**config.mk**
```make
export PLATFORM = sky130hd
export DESIGN_NAME = vga_osd_fill_master
export DESIGN_NICKNAME = d
export VERILOG_FILES = /design/src/rtl/vga_osd_fill_master.sv
export SDC_FILE = /design/constraint.sdc
export NUM_CORES = 1
export LEC_CHECK = 0
export BUFFER_PORTS_ARGS = -buffer_cell sky130_fd_sc_hd__buf_4
export CAP_MARGIN = 0
export CORE_UTILIZATION = 63
export DETAILED_ROUTE_END_ITERATION = 10
export GPL_TIMING_DRIVEN = 0
export PLACE_DENSITY = 0.91
export SETUP_SLACK_MARGIN = 0.3
export SLEW_MARGIN = 5
export SYNTH_ARGS = -nofsm -noshare
export SYNTH_HDL_FRONTEND = slang
export SYNTH_SLANG_ARGS = --single-unit
```
**constraint.sdc**
```tcl
create_clock -name avs_s1_clk_iCLK -period 6.6 [get_ports avs_s1_clk_iCLK]
set_input_delay 0.66 -clock avs_s1_clk_iCLK [delete_from_list [all_inputs] [get_ports avs_s1_clk_iCLK]]
set_output_delay 0.66 -clock avs_s1_clk_iCLK [all_outputs]
set_load 0.05 [all_outputs]
```
**src/rtl/vga_osd_fill_master.sv**
```systemverilog
// vga_osd_fill_master
// Avalon-MM write master for the VGA OSD controller host port. One command
// either paints a solid, screen-clipped rectangle into the 640x480 pixel RAM
// or loads the six-word hardware-cursor register bank at RAM_SIZE.
//
// Ports:
//   avs_s1_clk_iCLK / avs_s1_reset_n_iRST_N : clock, async active-low reset
//   iSTART, iMODE                            : command strobe, 0=fill 1=cursor
//   iX0, iY0, iW, iH, iFILL_DATA             : rectangle command fields
//   iCUR_EN, iCUR_X..iCUR_B                  : cursor command fields
//   oBUSY, oDONE                             : busy level, 1-cycle done pulse
//   avm_m1_*                                 : Avalon-MM master (write only)
//   oSTATE_DBG                               : current FSM state (debug)
//
// Handshake: iSTART is a single-cycle request that is taken only while the
// FSM is IDLE (oBUSY low); anything else is dropped. On the bus side each
// cycle with avm_m1_write_oWR high is one complete transfer, because the
// slave has no waitrequest. All bus outputs come straight from flops.
module vga_osd_fill_master #(
  parameter int unsigned H_RES    = 640,
  parameter int unsigned V_RES    = 480,
  parameter logic [18:0] RAM_SIZE = 19'h4B000
) (
  input  logic        avs_s1_clk_iCLK,
  input  logic        avs_s1_reset_n_iRST_N,
  input  logic        iSTART,
  input  logic        iMODE,
  input  logic [9:0]  iX0,
  input  logic [9:0]  iY0,
  input  logic [9:0]  iW,
  input  logic [9:0]  iH,
  input  logic [15:0] iFILL_DATA,
  input  logic [3:0]  iCUR_EN,
  input  logic [9:0]  iCUR_X,
  input  logic [9:0]  iCUR_Y,
  input  logic [9:0]  iCUR_R,
  input  logic [9:0]  iCUR_G,
  input  logic [9:0]  iCUR_B,
  output logic        oBUSY,
  output logic        oDONE,
  output logic [18:0] avm_m1_address_oADDR,
  output logic [15:0] avm_m1_writedata_oDATA,
  output logic        avm_m1_write_oWR,
  output logic        avm_m1_chipselect_oCS,
  output logic        avm_m1_read_oRD,
  output logic [1:0]  oSTATE_DBG
);

  typedef enum logic [1:0] {
    S_IDLE   = 2'd0,
    S_FILL   = 2'd1,
    S_CURSOR = 2'd2,
    S_DONE   = 2'd3
  } state_t;

  state_t      state_q, state_d;
  logic [10:0] col_q, col_d;             // column offset of the write on the bus
  logic [10:0] rows_left_q, rows_left_d; // rows left, counting the current one
  logic [10:0] w_eff_q, w_eff_d;
  logic [9:0]  x0_q, x0_d;
  logic [18:0] row_base_q, row_base_d;
  logic [15:0] fill_q, fill_d;
  logic [2:0]  cur_idx_q, cur_idx_d;
  logic [3:0]  cur_en_q, cur_en_d;
  logic [9:0]  cur_x_q, cur_x_d, cur_y_q, cur_y_d;
  logic [9:0]  cur_r_q, cur_r_d, cur_g_q, cur_g_d, cur_b_q, cur_b_d;
  logic [18:0] addr_q, addr_d;
  logic [15:0] wdata_q, wdata_d;
  logic        wr_q, wr_d, busy_q, busy_d, done_q, done_d;

  // Accept-time clipping. 11-bit arithmetic keeps H_RES - x and the
  // comparisons free of overflow.
  logic [10:0] x_ext, y_ext, w_ext, h_ext, x_room, y_room, w_clip, h_clip;
  logic        fill_empty;
  logic [18:0] first_row_base;

  always_comb begin
    x_ext      = {1'b0, iX0};
    y_ext      = {1'b0, iY0};
    w_ext      = {1'b0, iW};
    h_ext      = {1'b0, iH};
    x_room     = 11'(H_RES) - x_ext;
    y_room     = 11'(V_RES) - y_ext;
    w_clip     = (w_ext < x_room) ? w_ext : x_room;
    h_clip     = (h_ext < y_room) ? h_ext : y_room;
    fill_empty = (x_ext >= 11'(H_RES)) || (y_ext >= 11'(V_RES)) ||
                 (iW == 10'd0) || (iH == 10'd0);
    // Constant multiply, only on the accept path; rows then step by H_RES.
    first_row_base = 19'(iY0) * 19'(H_RES);
  end

  function automatic logic [15:0] cursor_word(
    input logic [2:0] idx, input logic [3:0] en,
    input logic [9:0] x, input logic [9:0] y,
    input logic [9:0] r, input logic [9:0] g, input logic [9:0] b);
    case (idx)
      3'd0:    cursor_word = {12'd0, en};
      3'd1:    cursor_word = {6'd0, x};
      3'd2:    cursor_word = {6'd0, y};
      3'd3:    cursor_word = {6'd0, r};
      3'd4:    cursor_word = {6'd0, g};
      3'd5:    cursor_word = {6'd0, b};
      default: cursor_word = 16'd0;
    endcase
  endfunction

  // The _d values describe the bus cycle that follows the next edge, so the
  // first write is already prepared while the start is being accepted.
  always_comb begin
    state_d     = state_q;
    col_d       = col_q;
    rows_left_d = rows_left_q;
    w_eff_d     = w_eff_q;
    x0_d        = x0_q;
    row_base_d  = row_base_q;
    fill_d      = fill_q;
    cur_idx_d   = cur_idx_q;
    cur_en_d    = cur_en_q;
    cur_x_d     = cur_x_q;
    cur_y_d     = cur_y_q;
    cur_r_d     = cur_r_q;
    cur_g_d     = cur_g_q;
    cur_b_d     = cur_b_q;
    addr_d      = addr_q;
    wdata_d     = wdata_q;
    wr_d        = 1'b0;
    busy_d      = 1'b0;
    done_d      = 1'b0;

    case (state_q)
      S_IDLE: begin
        if (iSTART) begin
          busy_d = 1'b1;
          if (iMODE) begin
            cur_en_d  = iCUR_EN;
            cur_x_d   = iCUR_X;
            cur_y_d   = iCUR_Y;
            cur_r_d   = iCUR_R;
            cur_g_d   = iCUR_G;
            cur_b_d   = iCUR_B;
            cur_idx_d = 3'd0;
            addr_d    = RAM_SIZE;
            wdata_d   = cursor_word(3'd0, iCUR_EN, iCUR_X, iCUR_Y,
                                    iCUR_R, iCUR_G, iCUR_B);
            wr_d      = 1'b1;
            state_d   = S_CURSOR;
          end else if (fill_empty) begin
            done_d  = 1'b1;
            state_d = S_DONE;
          end else begin
            x0_d        = iX0;
            w_eff_d     = w_clip;
            rows_left_d = h_clip;
            fill_d      = iFILL_DATA;
            row_base_d  = first_row_base;
            col_d       = 11'd0;
            addr_d      = first_row_base + 19'(iX0);
            wdata_d     = iFILL_DATA;
            wr_d        = 1'b1;
            state_d     = S_FILL;
          end
        end
      end

      S_FILL: begin
        busy_d = 1'b1;
        if (col_q == w_eff_q - 11'd1) begin
          if (rows_left_q == 11'd1) begin
            done_d  = 1'b1;
            state_d = S_DONE;
          end else begin
            col_d       = 11'd0;
            rows_left_d = rows_left_q - 11'd1;
            row_base_d  = row_base_q + 19'(H_RES);
            addr_d      = row_base_d + 19'(x0_q);
            wdata_d     = fill_q;
            wr_d        = 1'b1;
          end
        end else begin
          col_d   = col_q + 11'd1;
          addr_d  = row_base_q + 19'(x0_q) + 19'(col_d);
          wdata_d = fill_q;
          wr_d    = 1'b1;
        end
      end

      S_CURSOR: begin
        busy_d = 1'b1;
        if (cur_idx_q == 3'd5) begin
          done_d  = 1'b1;
          state_d = S_DONE;
        end else begin
          cur_idx_d = cur_idx_q + 3'd1;
          addr_d    = RAM_SIZE + 19'(cur_idx_d);
          wdata_d   = cursor_word(cur_idx_d, cur_en_q, cur_x_q, cur_y_q,
                                  cur_r_q, cur_g_q, cur_b_q);
          wr_d      = 1'b1;
        end
      end

      S_DONE: begin
        state_d = S_IDLE;
      end

      default: state_d = S_IDLE;
    endcase
  end

  always_ff @(posedge avs_s1_clk_iCLK or negedge avs_s1_reset_n_iRST_N) begin
    if (!avs_s1_reset_n_iRST_N) begin
      state_q     <= S_IDLE;
      col_q       <= '0;
      rows_left_q <= '0;
      w_eff_q     <= '0;
      x0_q        <= '0;
      row_base_q  <= '0;
      fill_q      <= '0;
      cur_idx_q   <= '0;
      cur_en_q    <= '0;
      cur_x_q     <= '0;
      cur_y_q     <= '0;
      cur_r_q     <= '0;
      cur_g_q     <= '0;
      cur_b_q     <= '0;
      addr_q      <= '0;
      wdata_q     <= '0;
      wr_q        <= 1'b0;
      busy_q      <= 1'b0;
      done_q      <= 1'b0;
    end else begin
      state_q     <= state_d;
      col_q       <= col_d;
      rows_left_q <= rows_left_d;
      w_eff_q     <= w_eff_d;
      x0_q        <= x0_d;
      row_base_q  <= row_base_d;
      fill_q      <= fill_d;
      cur_idx_q   <= cur_idx_d;
      cur_en_q    <= cur_en_d;
      cur_x_q     <= cur_x_d;
      cur_y_q     <= cur_y_d;
      cur_r_q     <= cur_r_d;
      cur_g_q     <= cur_g_d;
      cur_b_q     <= cur_b_d;
      addr_q      <= addr_d;
      wdata_q     <= wdata_d;
      wr_q        <= wr_d;
      busy_q      <= busy_d;
      done_q      <= done_d;
    end
  end

  assign avm_m1_address_oADDR   = addr_q;
  assign avm_m1_writedata_oDATA = wdata_q;
  assign avm_m1_write_oWR       = wr_q;
  assign avm_m1_chipselect_oCS  = wr_q;
  assign avm_m1_read_oRD        = 1'b0;
  assign oBUSY                  = busy_q;
  assign oDONE                  = done_q;
  assign oSTATE_DBG             = state_q;

endmodule

```
==> results.sh <==
export IMPL_skew_ns=0.00914
export IMPL_required_ns=6.98
export IMPL_syn_area_um2=11300
export IMPL_drive_above_1_share_pct=18.6
export IMPL_finalNonFillerCells=1649
export IMPL_cts_setup_buffers=0
export IMPL_wire_per_inst_um=21.3
export IMPL_rows=48
export IMPL_status="completed"
export IMPL_cp_buffers_inverters=1
export IMPL_dp_slack_ns=1.84
export IMPL_drv_slew=0
export IMPL_grt_overflow=0
export IMPL_clkLatencyLatePin_ns=0.44
export IMPL_ys_seq_area_share_pct=37.2
export IMPL_grt_max_degree=95
export IMPL_place_area_um2=12800
export IMPL_cpPeakStageDelay_ns=0.49
export IMPL_dp_cells=1617
export IMPL_multiInputGateArea_um2=6680
export IMPL_wl_um=35100
export IMPL_portBuffers=153
export IMPL_switching_share_pct=48.0
export IMPL_worstPathMaxFanout=8
export IMPL_synth_top_area_share_pct=37.2
export IMPL_coreArea_um2=17400
export IMPL_detailedRoute_firstPassIterationCount=8
export IMPL_die_height_um=136
export IMPL_clk_pin_slew_worst_paths_ns=0.07
export IMPL_yosysWarnings=0
export IMPL_synthCells=1237
export IMPL_yosys_most_used_dff="dfrtp_1"
export IMPL_crit_type="reg -> reg"
export IMPL_worst_slew_pin_slew_ns=0.993
export IMPL_io_pins=156
export IMPL_seq_area_um2=4200
export IMPL_synth_cell_types=74
export IMPL_yosysTopAreaCell="dfrtp_1"
export IMPL_drcViolationCount=0
export IMPL_post_route_period_util_pct=74.2
export IMPL_p_comb_share_pct=53.9
export IMPL_cts_root_buf="clkbuf_16"
export IMPL_crit_slowest_cell="dfrtp_1"
export IMPL_n_antenna_cell=0
export IMPL_relSlewSlack_pct=33.3
export IMPL_maxCapViolations=0
export IMPL_powerDensity_nw_per_um2=474
export IMPL_fmax_mhz=204
export IMPL_async_flop_share_pct=100
export IMPL_crit_family="simple AND/OR/NAND/NOR gates"
export IMPL_fin_ws_ns=1.71
export IMPL_clockBufferDepth=2
export IMPL_avgSynthCellArea_um2=9.13
export IMPL_n_fill_cell=1148
export IMPL_initial_core_util_pct=64.9
export IMPL_fp_dieW_um=136
export IMPL_viasPerCell=6.61
export IMPL_cp_arrival_ns=5.27
export IMPL_ir_drop_mv=0.295
export IMPL_yosys_top_cells_area="dfrtp_1, ha_1, nand2_1"
export IMPL_fin_tns_setup_ns=0
export IMPL_rsz0062_at_grt="false"
export IMPL_synthToLayoutAreaGrowth_pct=18.4
export IMPL_p_int_mw=3.29
export IMPL_post_route_min_period_ns=4.89
export IMPL_switchingPower_mw=3.04
export IMPL_antenna_found_initial=0
export IMPL_layout_commonest_cell="nand2_1"
export IMPL_place_hpwl_um=25900
export IMPL_synth_seq_cells=168
export IMPL_ctsHoldBuffers=0
export IMPL_stdcell_area_um2=13400
export IMPL_vias=10900
export IMPL_pwr_share_clk_pct=16.4
export IMPL_cp_cell_sequence="ha_1 > and3_1 > and3_1 > xor2_1 > fa_1 > ha_1 > clkbuf_1 > nand3_1 > o22ai_1 > a211o_1 > o41a_1 > or3b_2 > mux2i_1 > or4b_1 > o211ai_1 > a22o_1"
export IMPL_die_area_um2=18500
export IMPL_cts_tree="yes"
export IMPL_pwr_share_seq_pct=29.8
export IMPL_grt_use_total_pct=38.9
export IMPL_clock_sinks=168
export IMPL_hold_viol_final=0
export IMPL_cts_buffers=17
export IMPL_final_cell_mix="nand2_1, dfrtp_1, buf_4"
export IMPL_hold_path_class="in -> async"
export IMPL_cts_resized=0
export IMPL_drt_initial_drc_count=1153
export IMPL_startpoint_type="flop"
export IMPL_gp_congestion=0.939
export IMPL_htreeDepth=4
export IMPL_fin_nets=1609
export IMPL_p_leak_nw=6.24
export IMPL_endpoint_kind="flop"
export IMPL_antenna_left=0
export IMPL_grt_pass1_vias=10800
export IMPL_grt_pass1_wl_um=55100
export IMPL_finalSetupViolCount=0
export IMPL_synth_edff_count=0
==> cell type report <==
| class | count | area share [%] |
|---|---|---|
| plain buffers | 64 | 2.01 |
| clock buffers | 19 | 3.39 |
| clock inverters | 13 | 1.14 |
| inverters | 38 | 1.07 |
| multi-input cells | 968 | 50.0 |
| flip-flops and latches | 168 | 31.4 |
| well taps | 225 | 2.11 |
| repair buffers | 154 | 8.85 |
==> synth_stat cells, types with 8 or more instances <==
master and count:
xor2_1 36, nor2b_1 10, a211oi_1 12, nor3_1 33
a31oi_1 8, a211o_1 8, mux2i_1 17, dfrtp_1 168
nand2_1 182, a222oi_1 14, nand3_1 30, a21oi_1 53
a21o_1 15, inv_1 38, and2_1 8, nor2_1 65
buf_2 8, nand4_1 8, and3_1 19, ha_1 78
xnor2_1 39, a221oi_1 14, o21ai_0 93, nand2b_1 16
o31ai_1 11, mux2_2 57, clkbuf_1 47, a22oi_1 27
o211ai_1 10, nor4_1 9
==> layer usage <==
layer / vias up / GRT usage, % / share of wire, %
met5: - / 0 / 0
met4: 0 / 20.0 / 4.8
met3: 141 / 9.17 / 8.9
met2: 614 / 66.2 / 49
met1: 5286 / 45.7 / 37
li1: 4860 / - / -
==> power by group through the flow <==
stage          sequential, mW  clock [mW]  combinational (mW)
2_1_floorplan            2.07           0                2.05
3_3_place_gp             1.84           0                3.15
3_5_place_dp             1.87           0                3.28
4_1_cts                  1.86        1.03                3.33
5_1_grt                  1.92        1.07                3.66
6_report                 1.88        1.04                3.41
==> cells by family (layout without fill, tap and decap cells) <==
| family | Yosys count | after routing | synth area share (%) |
|---|---|---|---|
| simple gates | 408 | 408 | 17.0 |
| compound gates | 325 | 325 | 19.4 |
| flops | 168 | 168 | 37.2 |
| buf+inv | 102 | 288 | 3.64 |
| fa+ha+maj | 84 | 84 | 9.70 |
| xor+xnor | 75 | 75 | 5.82 |
| mux | 74 | 74 | 7.19 |
| other cells | 1 | 2 | 0.0332 |
==> through the flow <==
stage	hold WS, ns	power [mW]	utilization, %
floorplan	0.364	4.12	-
global placement	0.459	4.99	73.1
detailed placement	0.464	5.15	73.3
CTS	0.215	6.22	76.8
global route	0.227	6.65	76.8
finish	0.177	6.33	76.8
==> worst reg2reg max path, cell delays in order (launching register included) <==
cell and delay [ns]:
dfrtp_1 0.49, ha_1 0.32, and3_1 0.27, and3_1 0.26
xor2_1 0.28, fa_1 0.49, ha_1 0.31, clkbuf_1 0.28
nand3_1 0.15, o22ai_1 0.18, a211o_1 0.16, o41a_1 0.16
or3b_2 0.44, mux2i_1 0.30, or4b_1 0.48, o211ai_1 0.11
a22o_1 0.16
==> final timing paths <==
| path | from | end | slack, ns | cells after the start |
|---|---|---|---|---|
| setup / recovery | col_q[0] | avm_m1_address_oADDR[18] | 1.71 | 16 |
| hold / removal | avs_s1_reset_n_iRST_N | w_eff_q[9] | 0.18 | 1 |
| setup reg to reg | col_q[0] | avm_m1_address_oADDR[18] | 1.71 | 16 |
| hold reg to reg | avm_m1_writedata_oDATA[0] | avm_m1_writedata_oDATA[0] | 0.48 | 2 |
| max in group asynchronous | avs_s1_reset_n_iRST_N | x0_q[1] | 5.55 | 2 |
| min in group avs_s1_clk_iCLK | iFILL_DATA[5] | fill_q[5] | 0.42 | 3 |
==> registers in the layout, indices dropped and copies added (netlist names), 11 cells and up <==
signal                  count
fill_q                     16
w_eff_q                    11
avm_m1_address_oADDR       19
col_q                      11
avm_m1_writedata_oDATA     16
row_base_q                 12
rows_left_q                11
No activity file was read; power rests on OpenSTA's default activity.
